**src/rtl/uart_pkg.sv**
```systemverilog
// Shared UART definitions: FSM state encodings, default frame geometry and line levels.
// Common to the transmitter and the receiver.
package uart_pkg;

    typedef enum logic [1:0] {
        ST_IDLE      = 2'd0,
        ST_STARTING  = 2'd1,
        ST_RECEIVING = 2'd2
    } uart_state_t;

    localparam int DEFAULT_WORD_SIZE    = 8;
    localparam int DEFAULT_CLKS_PER_BIT = 8;

    localparam logic START_BIT = 1'b0;
    localparam logic STOP_BIT  = 1'b1;

endpackage

```
**src/rtl/uart_rx_sync.sv**
```systemverilog
// Two-flop synchronizer for the raw serial line, resetting to the idle level (1).
// Only built when UART_RCVR_SYNC_EN is defined, since nothing else instantiates it.
`ifdef UART_RCVR_SYNC_EN
module uart_rx_sync (
    input  logic clk,
    input  logic rst,
    input  logic d,
    output logic q
);

    logic [1:0] sync_reg;

    always_ff @(posedge clk or posedge rst) begin
        if (rst) begin
            sync_reg <= 2'b11;
        end else begin
            sync_reg <= {sync_reg[0], d};
        end
    end

    assign q = sync_reg[1];

endmodule
`endif

```
**src/rtl/uart_rcvr.sv**
```systemverilog
// UART receiver: oversampled start detection, mid-bit sampling, valid/ack host handshake
// with sticky overrun and framing flags. Define UART_RCVR_SYNC_EN to synchronize Serial_in.
module uart_rcvr
    import uart_pkg::*;
#(
    parameter int word_size    = DEFAULT_WORD_SIZE,
    parameter int CLKS_PER_BIT = DEFAULT_CLKS_PER_BIT
) (
    input  logic                 Clock,
    input  logic                 rst,
    input  logic                 Serial_in,
    input  logic                 Read_ack,
    output logic [word_size-1:0] RCV_datareg,
    output logic                 Byte_valid,
    output logic                 Overrun_err,
    output logic                 Frame_err
);

    localparam int CW = $clog2(CLKS_PER_BIT);
    localparam int BW = $clog2(word_size + 1);
    localparam logic [CW-1:0] HALF_LAST = CW'(CLKS_PER_BIT / 2 - 1);
    localparam logic [CW-1:0] BIT_LAST  = CW'(CLKS_PER_BIT - 1);
    localparam logic [BW-1:0] BITS_FULL = BW'(word_size);

    logic                 line;
    uart_state_t          state_reg, state_next;
    logic                 prev_reg;
    logic [CW-1:0]        sample_cnt_reg;
    logic [BW-1:0]        bit_cnt_reg;
    logic [word_size-1:0] rcv_shftreg_reg;
    logic                 start_det, start_ok, glitch, bit_tick, stop_tick, load_word;

`ifdef UART_RCVR_SYNC_EN
    uart_rx_sync u_sync (
        .clk (Clock),
        .rst (rst),
        .d   (Serial_in),
        .q   (line)
    );
`else
    assign line = Serial_in;
`endif

    always_ff @(posedge Clock or posedge rst) begin
        if (rst) begin
            state_reg <= ST_IDLE;
        end else begin
            state_reg <= state_next;
        end
    end

    always_comb begin
        state_next = state_reg;
        case (state_reg)
            ST_IDLE: begin
                if (start_det) state_next = ST_STARTING;
            end
            ST_STARTING: begin
                if (glitch)        state_next = ST_IDLE;
                else if (start_ok) state_next = ST_RECEIVING;
            end
            ST_RECEIVING: begin
                if (stop_tick) state_next = ST_IDLE;
            end
            default: state_next = ST_IDLE;
        endcase
    end

    // Per-state strobes; the sample tick at the end of the last bit period is the stop bit.
    always_comb begin
        start_det = 1'b0;
        start_ok  = 1'b0;
        glitch    = 1'b0;
        bit_tick  = 1'b0;
        stop_tick = 1'b0;
        case (state_reg)
            ST_IDLE: begin
                start_det = (prev_reg == STOP_BIT) && (line == START_BIT);
            end
            ST_STARTING: begin
                glitch   = (line != START_BIT);
                start_ok = (line == START_BIT) && (sample_cnt_reg == HALF_LAST);
            end
            ST_RECEIVING: begin
                if (sample_cnt_reg == BIT_LAST) begin
                    bit_tick  = (bit_cnt_reg != BITS_FULL);
                    stop_tick = (bit_cnt_reg == BITS_FULL);
                end
            end
            default: ;
        endcase
    end

    always_ff @(posedge Clock or posedge rst) begin
        if (rst) begin
            prev_reg        <= STOP_BIT;
            sample_cnt_reg  <= '0;
            bit_cnt_reg     <= '0;
            rcv_shftreg_reg <= '0;
        end else begin
            prev_reg <= line;
            if (state_reg == ST_IDLE || state_next != state_reg || bit_tick) begin
                sample_cnt_reg <= '0;
            end else begin
                sample_cnt_reg <= sample_cnt_reg + 1'b1;
            end
            if (state_reg != ST_RECEIVING) begin
                bit_cnt_reg <= '0;
            end else if (bit_tick) begin
                bit_cnt_reg <= bit_cnt_reg + 1'b1;
            end
            if (bit_tick) begin
                rcv_shftreg_reg <= {line, rcv_shftreg_reg[word_size-1:1]};
            end
        end
    end

    // An ack in the same cycle as a good stop bit frees the register for the new word.
    assign load_word = stop_tick && (line == STOP_BIT) && (!Byte_valid || Read_ack);

    always_ff @(posedge Clock or posedge rst) begin
        if (rst) begin
            RCV_datareg <= '0;
            Byte_valid  <= 1'b0;
            Overrun_err <= 1'b0;
            Frame_err   <= 1'b0;
        end else if (load_word) begin
            RCV_datareg <= rcv_shftreg_reg;
            Byte_valid  <= 1'b1;
        end else begin
            if (Read_ack) begin
                Byte_valid  <= 1'b0;
                Overrun_err <= 1'b0;
                Frame_err   <= 1'b0;
            end
            if (stop_tick) begin
                if (line == STOP_BIT) Overrun_err <= 1'b1;
                else                  Frame_err   <= 1'b1;
            end
        end
    end

endmodule

```
**config.mk**
```make
export PLATFORM = sky130hd
export DESIGN_NAME = uart_rcvr
export DESIGN_NICKNAME = d
export VERILOG_FILES = /design/src/rtl/uart_pkg.sv /design/src/rtl/uart_rx_sync.sv /design/src/rtl/uart_rcvr.sv
export SDC_FILE = /design/constraint.sdc
export NUM_CORES = 1
export LEC_CHECK = 0
export CAP_MARGIN = 20
export CORE_UTILIZATION = 65
export CTS_CLUSTER_SIZE = 14
export DETAILED_ROUTE_END_ITERATION = 16
export DONT_BUFFER_PORTS = 1
export PLACE_DENSITY = 0.81
export SKIP_CTS_REPAIR_TIMING = 1
export SLEW_MARGIN = 20
export SYNTH_ARGS = -nofsm -noshare
export SYNTH_HDL_FRONTEND = slang
export SYNTH_SLANG_ARGS = --single-unit
export TNS_END_PERCENT = 30
```
**constraint.sdc**
```tcl
create_clock -name Clock -period 3.25 [get_ports Clock]
set_input_delay 0.4875 -clock Clock [delete_from_list [all_inputs] [get_ports Clock]]
set_output_delay 0.4875 -clock Clock [all_outputs]
set_load 0.05 [all_outputs]
```
## After elaboration in Yosys (flattened, before gate mapping)

Cells that the tools add are included.

- Bitwise gates (word level): 1
- Reductions and logical operators: 11
- Add/sub/neg operators: 2
- Muxes and demuxes: 23
- Equal/unequal tests: 8

Operator list:

| kind | count |
|---|---|
| 2-to-1 mux 1 bit | 15 |
| 2-to-1 mux 2 bit | 4 |
| 2-to-1 mux 4 bit | 2 |
| case mux 2 bit (3 select lines) | 1 |
| adder 4 x 1 -> 4 bit, second input constant | 1 |
| equality test 4 bit, second input constant | 1 |
| logical AND 1 bit | 4 |
| != test 4 bit, second input constant | 1 |
| nonzero test 2 bit | 2 |
| adder 3 x 1 -> 3 bit, second input constant | 1 |
| equality test 3 x 2 -> 1 bit, second input constant | 1 |
| equality test 3 bit, second input constant | 1 |
| logical OR 1 bit | 3 |
| 2-to-1 mux 3 bit | 1 |
| equality test 2 x 1 -> 1 bit, second input constant | 1 |
| equality test 2 bit, second input constant | 1 |
| zero test 2 bit | 1 |
| != test 2 bit | 1 |
| != test 2 bit, second input constant | 1 |
| zero test 1 bit | 1 |
| NOT 1 bit | 1 |

- Output and inout bits: 11
- Register bits after elaboration: 29
- Bits of input ports: 4

## Longest topological paths before layout

Gate-level depths: netlist of run 1.

- Depth after elaboration: 10
- Mapped depth: 6
- Mapped depth without buffers: 5

## Worst setup path after synthesis of run 1

No wires, ideal clock.

- Kind: register -> register
- Start point: register sample_cnt_reg[0]
- End point: register rcv_shftreg_reg[7]
- Slack: 1556 ps
- Cell stages (with the launch flop): 7
- Clock period less this slack: 1694 ps
- Arrival time: 1569 ps
- Cells stage by stage: dfrtp_1 > ha_1 > ha_1 > clkbuf_2 > inv_1 > nor3_4 > mux2_2

- Cells in the longest elaborated chain, start to end: 3

RTL lines:

| item | line | RTL |
|---|---|---|
| from (decl) | uart_rcvr.sv:28 | `logic [CW-1:0] sample_cnt_reg;` |
| from (signal assigned) | uart_rcvr.sv:105 | `sample_cnt_reg <= sample_cnt_reg + 1'b1;` |
| equality test 3 bit | uart_rcvr.sv:85 | `if (sample_cnt_reg == BIT_LAST) begin` |
| 2-to-1 mux 1 bit | uart_rcvr.sv:85 |  |
| 2-to-1 mux 1 bit | uart_rcvr.sv:76 | `case (state_reg)` |
| to (signal assigned) | uart_rcvr.sv:113 | `rcv_shftreg_reg <= {line, rcv_shftreg_reg[word_size-1:1]};` |
| to (decl) | uart_rcvr.sv:30 | `logic [word_size-1:0] rcv_shftreg_reg;` |

Every way passes these cells.
A chain may end at the register's enable or synchronous reset.

## Final worst setup path of run 1

- Start point: register sample_cnt_reg[0]
- End point: register rcv_shftreg_reg[2]

Same word-level chain as after synthesis.

==> flow_summary_export.csv, run 1 <==
group,metric,value,unit
synth,synth_edf_count,0,
cts,clk_latency,340,ps
floorplan,rows,15,
power_and_ir_drop,power_frac_comb,2.1,%
floorplan,die_h,45.9,um
synth,yosysWarnings,0,
placed_design,dp_hpwl,1320,um
sta,finClkSkew,10.8,ps
cts,clk_pin_slew_worst_paths,100,ps
run_status,status,"finished clean",
sta,fmax,0.510,GHz
final_layout,final_common_cell,"dfrtp_1",
final_layout,stdcell_area,0.00133,mm2
synth,syn_area,0.00125,mm2
floorplan,start_util,71.1,%
setup_path,crit_type,"reg2reg",
global_route,grt_pass1_vias,702,
final_layout,area_delta_synth_final,5.88,%
final_layout,diodes,0,
final_layout,final_cell_mix,"dfrtp_1 (28), mux2_2 (16), inv_1 (7)",
cts,clock_path_buffers,2,
power_and_ir_drop,pwr-share-clk,35.1,%
synth,synthFlopType,"dfrtp_1",
placed_design,gp_congestion,0.733,
cts,ctsRootBufferMaster,"clkbuf_4",
power_and_ir_drop,p_seq_share,62.7,%
drt,drc,0,
synth,synth_nets,105,
run,drv_cap,0,
power_and_ir_drop,power,583,uW
global_route,grt_overflow,0,
floorplan,fp.dieArea,0.00211,mm2
sta,setup_violations,0,
sta,maxSlewViolCount,0,
drt,wl,1870,um
global_route,grt_max_degree,30,
setup_path,crit_path_max_incr_delay,420,ps
setup_path,worst_ep_arrival_time,2180,ps
sta,fin_tns_setup,0,ps
power_and_ir_drop,p_leak,0.636,nW
setup_path,crit_slowest_cell,"nor3_4",
sta,min_period,1960,ps
cts,numCtsBuffers,5,
global_route,grt_use_total,21.9,%
sta,worst_pin_slew,578,ps
synth,yosysSeqAreaShare,57.9,%
setup_path,cpMostUsedCell,"ha_1",
setup_path,worstSetupEndpointType,"flop",
drt,vias,722,
global_route,grt_antenna_before_repair,0,
global_route,grt_pass1_wl,2990,um
setup_path,critPathMaxFanout,8,
drt,first_pass_iters,4,
power_and_ir_drop,peakVddDrop,0.000317,V
drt,drtIter0Drc,19,
cts,tritoncts,"yes",
power_and_ir_drop,p_switching,135,uW
setup_path,cp_cell_sequence,"ha_1, ha_1, inv_1, nor3_4, mux2_2",
floorplan,core_area,0.00176,mm2
synth,synth_cells,96,
power_and_ir_drop,p_per_area,439,mW/mm2
synth,postSynthRegisterBits,29,
cts,clock-sinks,29,
setup_path,cp-start-kind,"flop",
final_layout,fin_nets,110,
power_and_ir_drop,p_int,448,uW
final_layout,fillers,129,
drt,ant_nets,0,
synth,syn_avg_cell_area,13.1,um2
floorplan,fp.dieW,45.9,um
sta,grt_setup_unrepaired,"false",
placed_design,post_dp_cell_area,0.00127,mm2
power_and_ir_drop,swShare,23.1,%
floorplan,io-pin-count,15,
synth,async_reset_ff_share,100,%
drt,post_drt_wl_per_cell,14.7,um
sta,finalHoldViolations,0,
sta,fin_crit_sh,60.4,%
placed_design,portBuffers,0,
cts,htree_levels,2,
worst_hold_path,min_path_type,"in2async",
final_layout,drive_gt1_share,30.4,%
drt,avgViaCountPerCell,5.69,
synth,yosysUniqueCellTypes,31,
setup_path,critPathRequiredTime,3470,ps
sta,maxSlewHeadroom,61.4,%
[through the flow]
| stage | hold slack (ps) | instances | worst slack (ps) | util (%) |
|---|---|---|---|---|
| 3_3_place_gp | 418 | 119 | 1430 | 72.2 |
| 5_1_grt | 119 | 127 | 1170 | 75.3 |
| 4_1_cts | 137 | 127 | 1290 | 75.3 |
| 2_1_floorplan | 410 | 96 | 1560 | - |
| 6_report | 79.7 | 127 | 1290 | 75.3 |
| 3_5_place_dp | 442 | 119 | 1310 | 72.2 |
[power groups by stage]
stage,sequential [mW],combinational (mW),clock (mW)
detailed placement,0.372,0.0130,0
CTS,0.365,0.0131,0.213
global route,0.366,0.0145,0.230
floorplan,0.372,0.0100,0
finish,0.365,0.0125,0.205
global placement,0.372,0.0122,0
[cell usage after synthesis, types with 2 or more instances]
cell     count  share of area, %
ha_1         5               5.0
nor2_1       4               1.2
a21oi_1      5               2.0
or3_1        2               1.0
mux2_2      16                14
dfrtp_1     28                56
inv_1        8               2.4
o21ai_0      2              0.80
nand3_1      2              0.80
nand2_1      3              0.90
[layer usage]
layer | routed length, um | vias to the layer above | GRT usage (%)
met4 | 36 | 0 | 10.6
met1 | 815 | 354 | 25.0
met3 | 97 | 6 | 10.7
li1 | - | 344 | -
met2 | 922 | 18 | 34.1
met5 | 0 | - | 0
[cell families (layout without fill, tap and decap cells)]
logic type	after synthesis	count (layout)	share of synthesized area, %
DFF	29	29	57.9
buffers and inverters	10	16	3.39
and+or+nand+nor	22	22	12.0
muxes	17	17	15.2
AOI/OAI and AO/OA	12	12	5.88
adders and majority gates	5	5	4.99
xor gates and xnor gates	1	1	0.698
[layout make-up]
class                           instances  area [um2]  area share (%)
Sequential cell                        29         727            54.7
Clock inverter                          3        17.5            1.32
Inverter                                8        30.0            2.26
Clock buffer                            5        37.5            2.82
Tap cell                               25        31.3            2.35
Multi-Input combinational cell         57         485            36.5
[path summary, 6_finish.rpt]
| path | from | to | slack, ps | depth (start not counted) |
|---|---|---|---|---|
| worst max-delay path | sample_cnt_reg[0]$_DFF_PP0_ | rcv_shftreg_reg[2]$_DFFE_PP0P_ | 1290 | 5 |
| worst min-delay path | rst | rcv_shftreg_reg[7]$_DFFE_PP0P_ | 80 | 1 |
| worst max register to register | sample_cnt_reg[0]$_DFF_PP0_ | rcv_shftreg_reg[2]$_DFFE_PP0P_ | 1290 | 5 |
| worst min register to register | sample_cnt_reg[0]$_DFF_PP0_ | sample_cnt_reg[0]$_DFF_PP0_ | 460 | 1 |
| max in group asynchronous | rst | sample_cnt_reg[2]$_DFF_PP0_ | 2780 | 1 |
| min in group Clock | Serial_in | prev_reg$_DFF_PP1_ | 150 | 0 |
[worst max-delay path, delay by kind of cell (launching register included)]
family        cells  cell delay [ps]
mux               1              400
fa+ha+maj         2              510
simple gates      1              420
flops             1              370
buf+inv           1              160
No activity file was read; power rests on OpenSTA's default activity.
==> run 2: changes to the inputs <==
Settings changed: CORE_ASPECT_RATIO from default to 1.5, CORE_UTILIZATION 65 to 60, PLACE_DENSITY 0.81 to 0.76.
Clock period 3.25 ns to 2 ns, I/O delays scaled along.
==> run 2 against run 1 <==
Clock power increased by 65%. Total power increased by 64%. Global-route usage increased by 2.6 points. Setup slack got worse by 1000 ps. Combinational power increased by 100%. Clock-buffer cell count increased by 1. Worst hold slack got worse by 62 ps. Cell count increased by 1.6%. Register-to-register slack got worse by 1000 ps. Non-clock buffer count increased by 6. Critical endpoint is now rcv_shftreg_reg[3]$_DFFE_PP0P_. Largest cell class unchanged.
==> flow_summary_export.csv, run 2 (same netlist as run 1, synthesis figures left out) <==
group,metric,value,unit
drt,first_pass_iters,4,
sta,grt_setup_unrepaired,"false",
cts,clock-sinks,29,
setup_path,crit_slowest_cell,"dfrtp_1",
cts,clk_pin_slew_worst_paths,100,ps
floorplan,rows,19,
global_route,grt_overflow,0,
floorplan,core_area,0.00190,mm2
floorplan,io-pin-count,15,
final_layout,fillers,143,
drt,wl,2180,um
final_layout,regArea,727,um2
sta,worst_pin_slew,513,ps
setup_path,crit_path_max_incr_delay,410,ps
sta,fmax,0.570,GHz
drt,post_drt_wl_per_cell,16.9,um
final_layout,area_delta_synth_final,9.17,%
power_and_ir_drop,peakVddDrop,0.000681,V
global_route,grt_antenna_before_repair,0,
run,drv_cap,0,
drt,vias,760,
cts,htree_levels,2,
final_layout,drive_gt1_share,30.6,%
sta,fin_crit_sh,87.7,%
run_status,status,"finished clean",
final_layout,stdcell_area,0.00137,mm2
power_and_ir_drop,p_leak,0.668,nW
cts,clk_latency,330,ps
setup_path,cp_cell_sequence,"inv_1, ha_1, and3b_2, nor3_4, mux2_2",
global_route,grt_use_total,24.5,%
drt,drtIter0Drc,12,
cts,tritoncts,"yes",
power_and_ir_drop,p_per_area,698,mW/mm2
final_layout,final_common_cell,"dfrtp_1",
placed_design,portBuffers,0,
cts,numCtsBuffers,5,
setup_path,critPathMaxFanout,8,
drt,ant_nets,0,
drt,avgViaCountPerCell,5.89,
final_layout,diodes,0,
placed_design,gp_congestion,0.743,
sta,maxSlewHeadroom,65.8,%
global_route,grt_pass1_vias,811,
floorplan,fp.dieArea,0.00228,mm2
placed_design,dp_hpwl,1550,um
sta,finalHoldViolations,0,
sta,setup_violations,0,
global_route,grt_max_degree,30,
sta,fin_tns_setup,0,ps
global_route,grt_pass1_wl,3710,um
final_layout,multiInputGateArea,485,um2
sta,finClkSkew,10.3,ps
setup_path,cp-start-kind,"flop",
setup_path,worstSetupEndpointType,"flop",
setup_path,critPathRequiredTime,2210,ps
floorplan,die_h,58.0,um
cts,clock_path_buffers,2,
floorplan,fp.dieW,39.3,um
placed_design,post_dp_cell_area,0.00130,mm2
final_layout,fin_nets,116,
sta,maxSlewViolCount,0,
drt,drc,0,
floorplan,start_util,66.0,%
sta,min_period,1750,ps
setup_path,crit_type,"reg2reg",
cts,ctsRootBufferMaster,"clkbuf_4",
worst_hold_path,min_path_type,"in2reg",
final_layout,final_cell_mix,"dfrtp_1 (28), mux2_2 (16), inv_1 (8)",
setup_path,worst_ep_arrival_time,1970,ps
==> run 2: changes by cell type in the layout (fill, tap and decap cells not counted) <==
| cell | delta |
|---|---|
| clkbuf_1 | +1 |
| buf_4 | +4 |
| inv_2 | -1 |
| dlygate4sd3_1 | +2 |
| clkinvlp_4 | -1 |
| inv_1 | +1 |
==> run 2: metrics by stage <==
stage	utilization [%]	power [mW]	hold WS [ps]	setup slack, ps	instances
5_1_grt	72.0	0.989	14.4	123	129
4_1_cts	71.0	0.963	-84.5	234	127
3_5_place_dp	68.3	0.628	281	259	119
6_report	72.0	0.957	17.4	247	129
2_1_floorplan	-	0.621	304	306	96
3_3_place_gp	68.3	0.626	272	303	119
==> run 2: cell type report <==
type,instances,area share [%]
clock inverter,2,0.731
sequential,29,53.1
clock buffer,6,3.01
tap,21,1.92
timing repair buffer,6,3.65
multi-input combinational,57,35.4
inverter,8,2.19
==> run 2: path summary, 6_finish.rpt <==
| check | slack (ps) | cells after the start | to | from |
|---|---|---|---|---|
| setup / recovery | 250 | 5 | rcv_shftreg_reg[3]$_DFFE_PP0P_ | bit_cnt_reg[0]$_DFFE_PP0P_ |
| hold / removal | 20 | 1 | state_reg[0]$_DFF_PP0_ | Serial_in |
| setup reg to reg | 250 | 5 | rcv_shftreg_reg[3]$_DFFE_PP0P_ | bit_cnt_reg[0]$_DFFE_PP0P_ |
| hold reg to reg | 440 | 1 | sample_cnt_reg[0]$_DFF_PP0_ | sample_cnt_reg[0]$_DFF_PP0_ |
| max in group asynchronous | 1220 | 3 | prev_reg$_DFF_PP1_ | rst |
| min in group asynchronous | 470 | 3 | bit_cnt_reg[1]$_DFFE_PP0P_ | rst |
==> run 2: layer usage <==
metal  vias up  part of all wire (%)  track usage [%]
li1        355                     -                -
met2        15                    54             37.9
met1       384                    39             29.0
met3         6                   4.7             9.96
met4         0                   2.6             11.8
met5         -                     0                0
==> run 2: worst max-delay path, delay by kind of cell, from the launching register on <==
family	cells	cell delay (ps)
AND/OR/NAND/NOR	2	590
flip-flops	1	410
multiplexers	1	390
adder cells (fa/ha/maj)	1	180
buffers and inverters	1	60
==> run 2: report_power, final <==
group / leakage [nW] / internal, mW / total, mW / switching, mW
Clock: 0.0320 / 0.134 / 0.338 / 0.205
Combinational: 0.236 / 0.00870 / 0.0251 / 0.0164
Sequential: 0.400 / 0.591 / 0.594 / 0.00295
Total: 0.668 / 0.733 / 0.957 / 0.224
==> run 3: changes to the inputs <==
Settings changed: CORE_ASPECT_RATIO 1.5 to default, CORE_UTILIZATION 60 to 65, GPL_ROUTABILITY_DRIVEN from default to 0, PLACE_DENSITY 0.76 to 0.81.
Clock period 2 ns to 2.15 ns, I/O delays scaled along.
==> run 3 against run 2 <==
Worst hold slack better by 50 ps. Sequential power down 7.1%. Global-route usage down 1.3 points. Critical path depth unchanged. Register-to-register slack worse by 70 ps. Cell count up 1.6%. Setup slack worse by 73 ps. Via count down 1.7%. Largest cell class unchanged. Wire length down 10%. Critical path type unchanged. Clock power down 12%. Combinational power down 9.6%.
==> flow_summary_export.csv, run 3 (same netlist as run 1, synthesis figures left out) <==
group,metric,value,unit
run_status,status,"finished clean",
sta,fmax,0.506,GHz
cts,htree_levels,2,
cts,tritoncts,"yes",
setup_path,crit_path_max_incr_delay,420,ps
drt,drc,0,
cts,ctsRootBufferMaster,"clkbuf_4",
power_and_ir_drop,peakVddDrop,0.000443,V
sta,worst_pin_slew,508,ps
setup_path,worstSetupEndpointType,"flop",
global_route,grt_antenna_before_repair,0,
sta,finClkSkew,7.40,ps
floorplan,die_h,45.9,um
sta,holdWs,67.2,ps
final_layout,final_util,77.1,%
setup_path,cp-start-kind,"flop",
drt,drtIter0Drc,10,
final_layout,fin_nets,114,
sta,grt_setup_unrepaired,"false",
drt,post_drt_wl_per_cell,15.0,um
global_route,grt_pass1_vias,748,
setup_path,critPathMaxFanout,8,
sta,setup_violations,0,
worst_hold_path,min_path_type,"in2reg",
global_route,grt_max_degree,30,
placed_design,post_dp_cell_area,0.00129,mm2
floorplan,rows,15,
final_layout,area_delta_synth_final,8.37,%
global_route,grt_overflow,0,
placed_design,dp.cells,121,
final_layout,drive_gt1_share,29.2,%
final_layout,fin_cells,131,
floorplan,core_area,0.00176,mm2
floorplan,fp.dieArea,0.00211,mm2
sta,finalHoldViolations,0,
sta,maxSlewHeadroom,66.2,%
setup_path,crit_slowest_cell,"nor3_4",
cts,clock_path_buffers,2,
final_layout,stdcell_area,0.00136,mm2
cts,clk_pin_slew_worst_paths,80,ps
power_and_ir_drop,p_leak,0.657,nW
sta,min_period,1980,ps
setup_path,cpMostUsedCell,"ha_1",
drt,wl,1960,um
cts,numCtsBuffers,5,
setup_path,crit_type,"reg2reg",
drt,ant_nets,0,
sta,maxSlewViolCount,0,
sta,fin_crit_sh,91.9,%
global_route,grt_use_total,23.2,%
power_and_ir_drop,p_per_area,642,mW/mm2
setup_path,worst_ep_arrival_time,2180,ps
drt,vias,747,
global_route,grt_pass1_wl,3230,um
setup_path,critPathRequiredTime,2360,ps
cts,clk_latency,320,ps
drt,avgViaCountPerCell,5.70,
final_layout,final_cell_mix,"dfrtp_1 (28), mux2_2 (16), inv_1 (8)",
floorplan,fp.dieW,45.9,um
sta,fin_tns_setup,0,ps
placed_design,portBuffers,0,
drt,first_pass_iters,4,
placed_design,dp_hpwl,1410,um
run,drv_cap,0,
cts,clock-sinks,29,
setup_path,cp_cell_sequence,"ha_1, ha_1, inv_1, nor3_4, mux2_2",
floorplan,io-pin-count,15,
final_layout,diodes,0,
floorplan,start_util,71.1,%
final_layout,final_common_cell,"dfrtp_1",
==> run 3: worst paths after layout <==
| kind | start | to | slack, ps | cells past startpoint |
|---|---|---|---|---|
| min reg2reg | sample_cnt_reg[0]$_DFF_PP0_ | sample_cnt_reg[0]$_DFF_PP0_ | 460 | 1 |
| max | sample_cnt_reg[0]$_DFF_PP0_ | rcv_shftreg_reg[3]$_DFFE_PP0P_ | 170 | 5 |
| max reg2reg | sample_cnt_reg[0]$_DFF_PP0_ | rcv_shftreg_reg[3]$_DFFE_PP0P_ | 170 | 5 |
| max in group asynchronous | rst | prev_reg$_DFF_PP1_ | 1340 | 3 |
| min in group asynchronous | rst | RCV_datareg[7]$_DFFE_PP0P_ | 510 | 3 |
| min | Serial_in | state_reg[0]$_DFF_PP0_ | 70 | 1 |
==> run 3: per-stage QoR <==
step	setup WS [ps]	total power [mW]
3_3_place_gp	329	0.582
2_1_floorplan	456	0.577
3_5_place_dp	207	0.584
5_1_grt	34.8	0.914
4_1_cts	204	0.884
6_report	174	0.873
==> run 3: cell type report <==
cell class	count	area, um2
Timing Repair Buffer	4	35.0
Tap cell	25	31.3
Clock buffer	6	41.3
Sequential cell	29	727
Inverter	8	30.0
Multi-Input combinational cell	57	485
Fill cell	131	404
Clock inverter	2	10.0
==> run 3: critical path: cells and delay by family (launching register included) <==
family / cells / cell delay (ps)
flops: 1 / 370
buf+inv: 1 / 170
simple gates: 1 / 420
mux: 1 / 390
fa+ha+maj: 2 / 520
==> run 3: layer usage <==
layer	up-vias	part of all wire (%)	global-route usage [%]
met1	364	42	28.5
li1	358	-	-
met3	6	4.1	6.75
met5	-	0	0
met2	19	51	34.9
met4	0	2.1	15.9
==> run 3: where the power goes <==
group	total, mW	internal [mW]	switching, mW
registers	0.552	0.549	0.00291
logic	0.0227	0.00822	0.0145
clock network	0.298	0.124	0.174
total	0.873	0.682	0.192
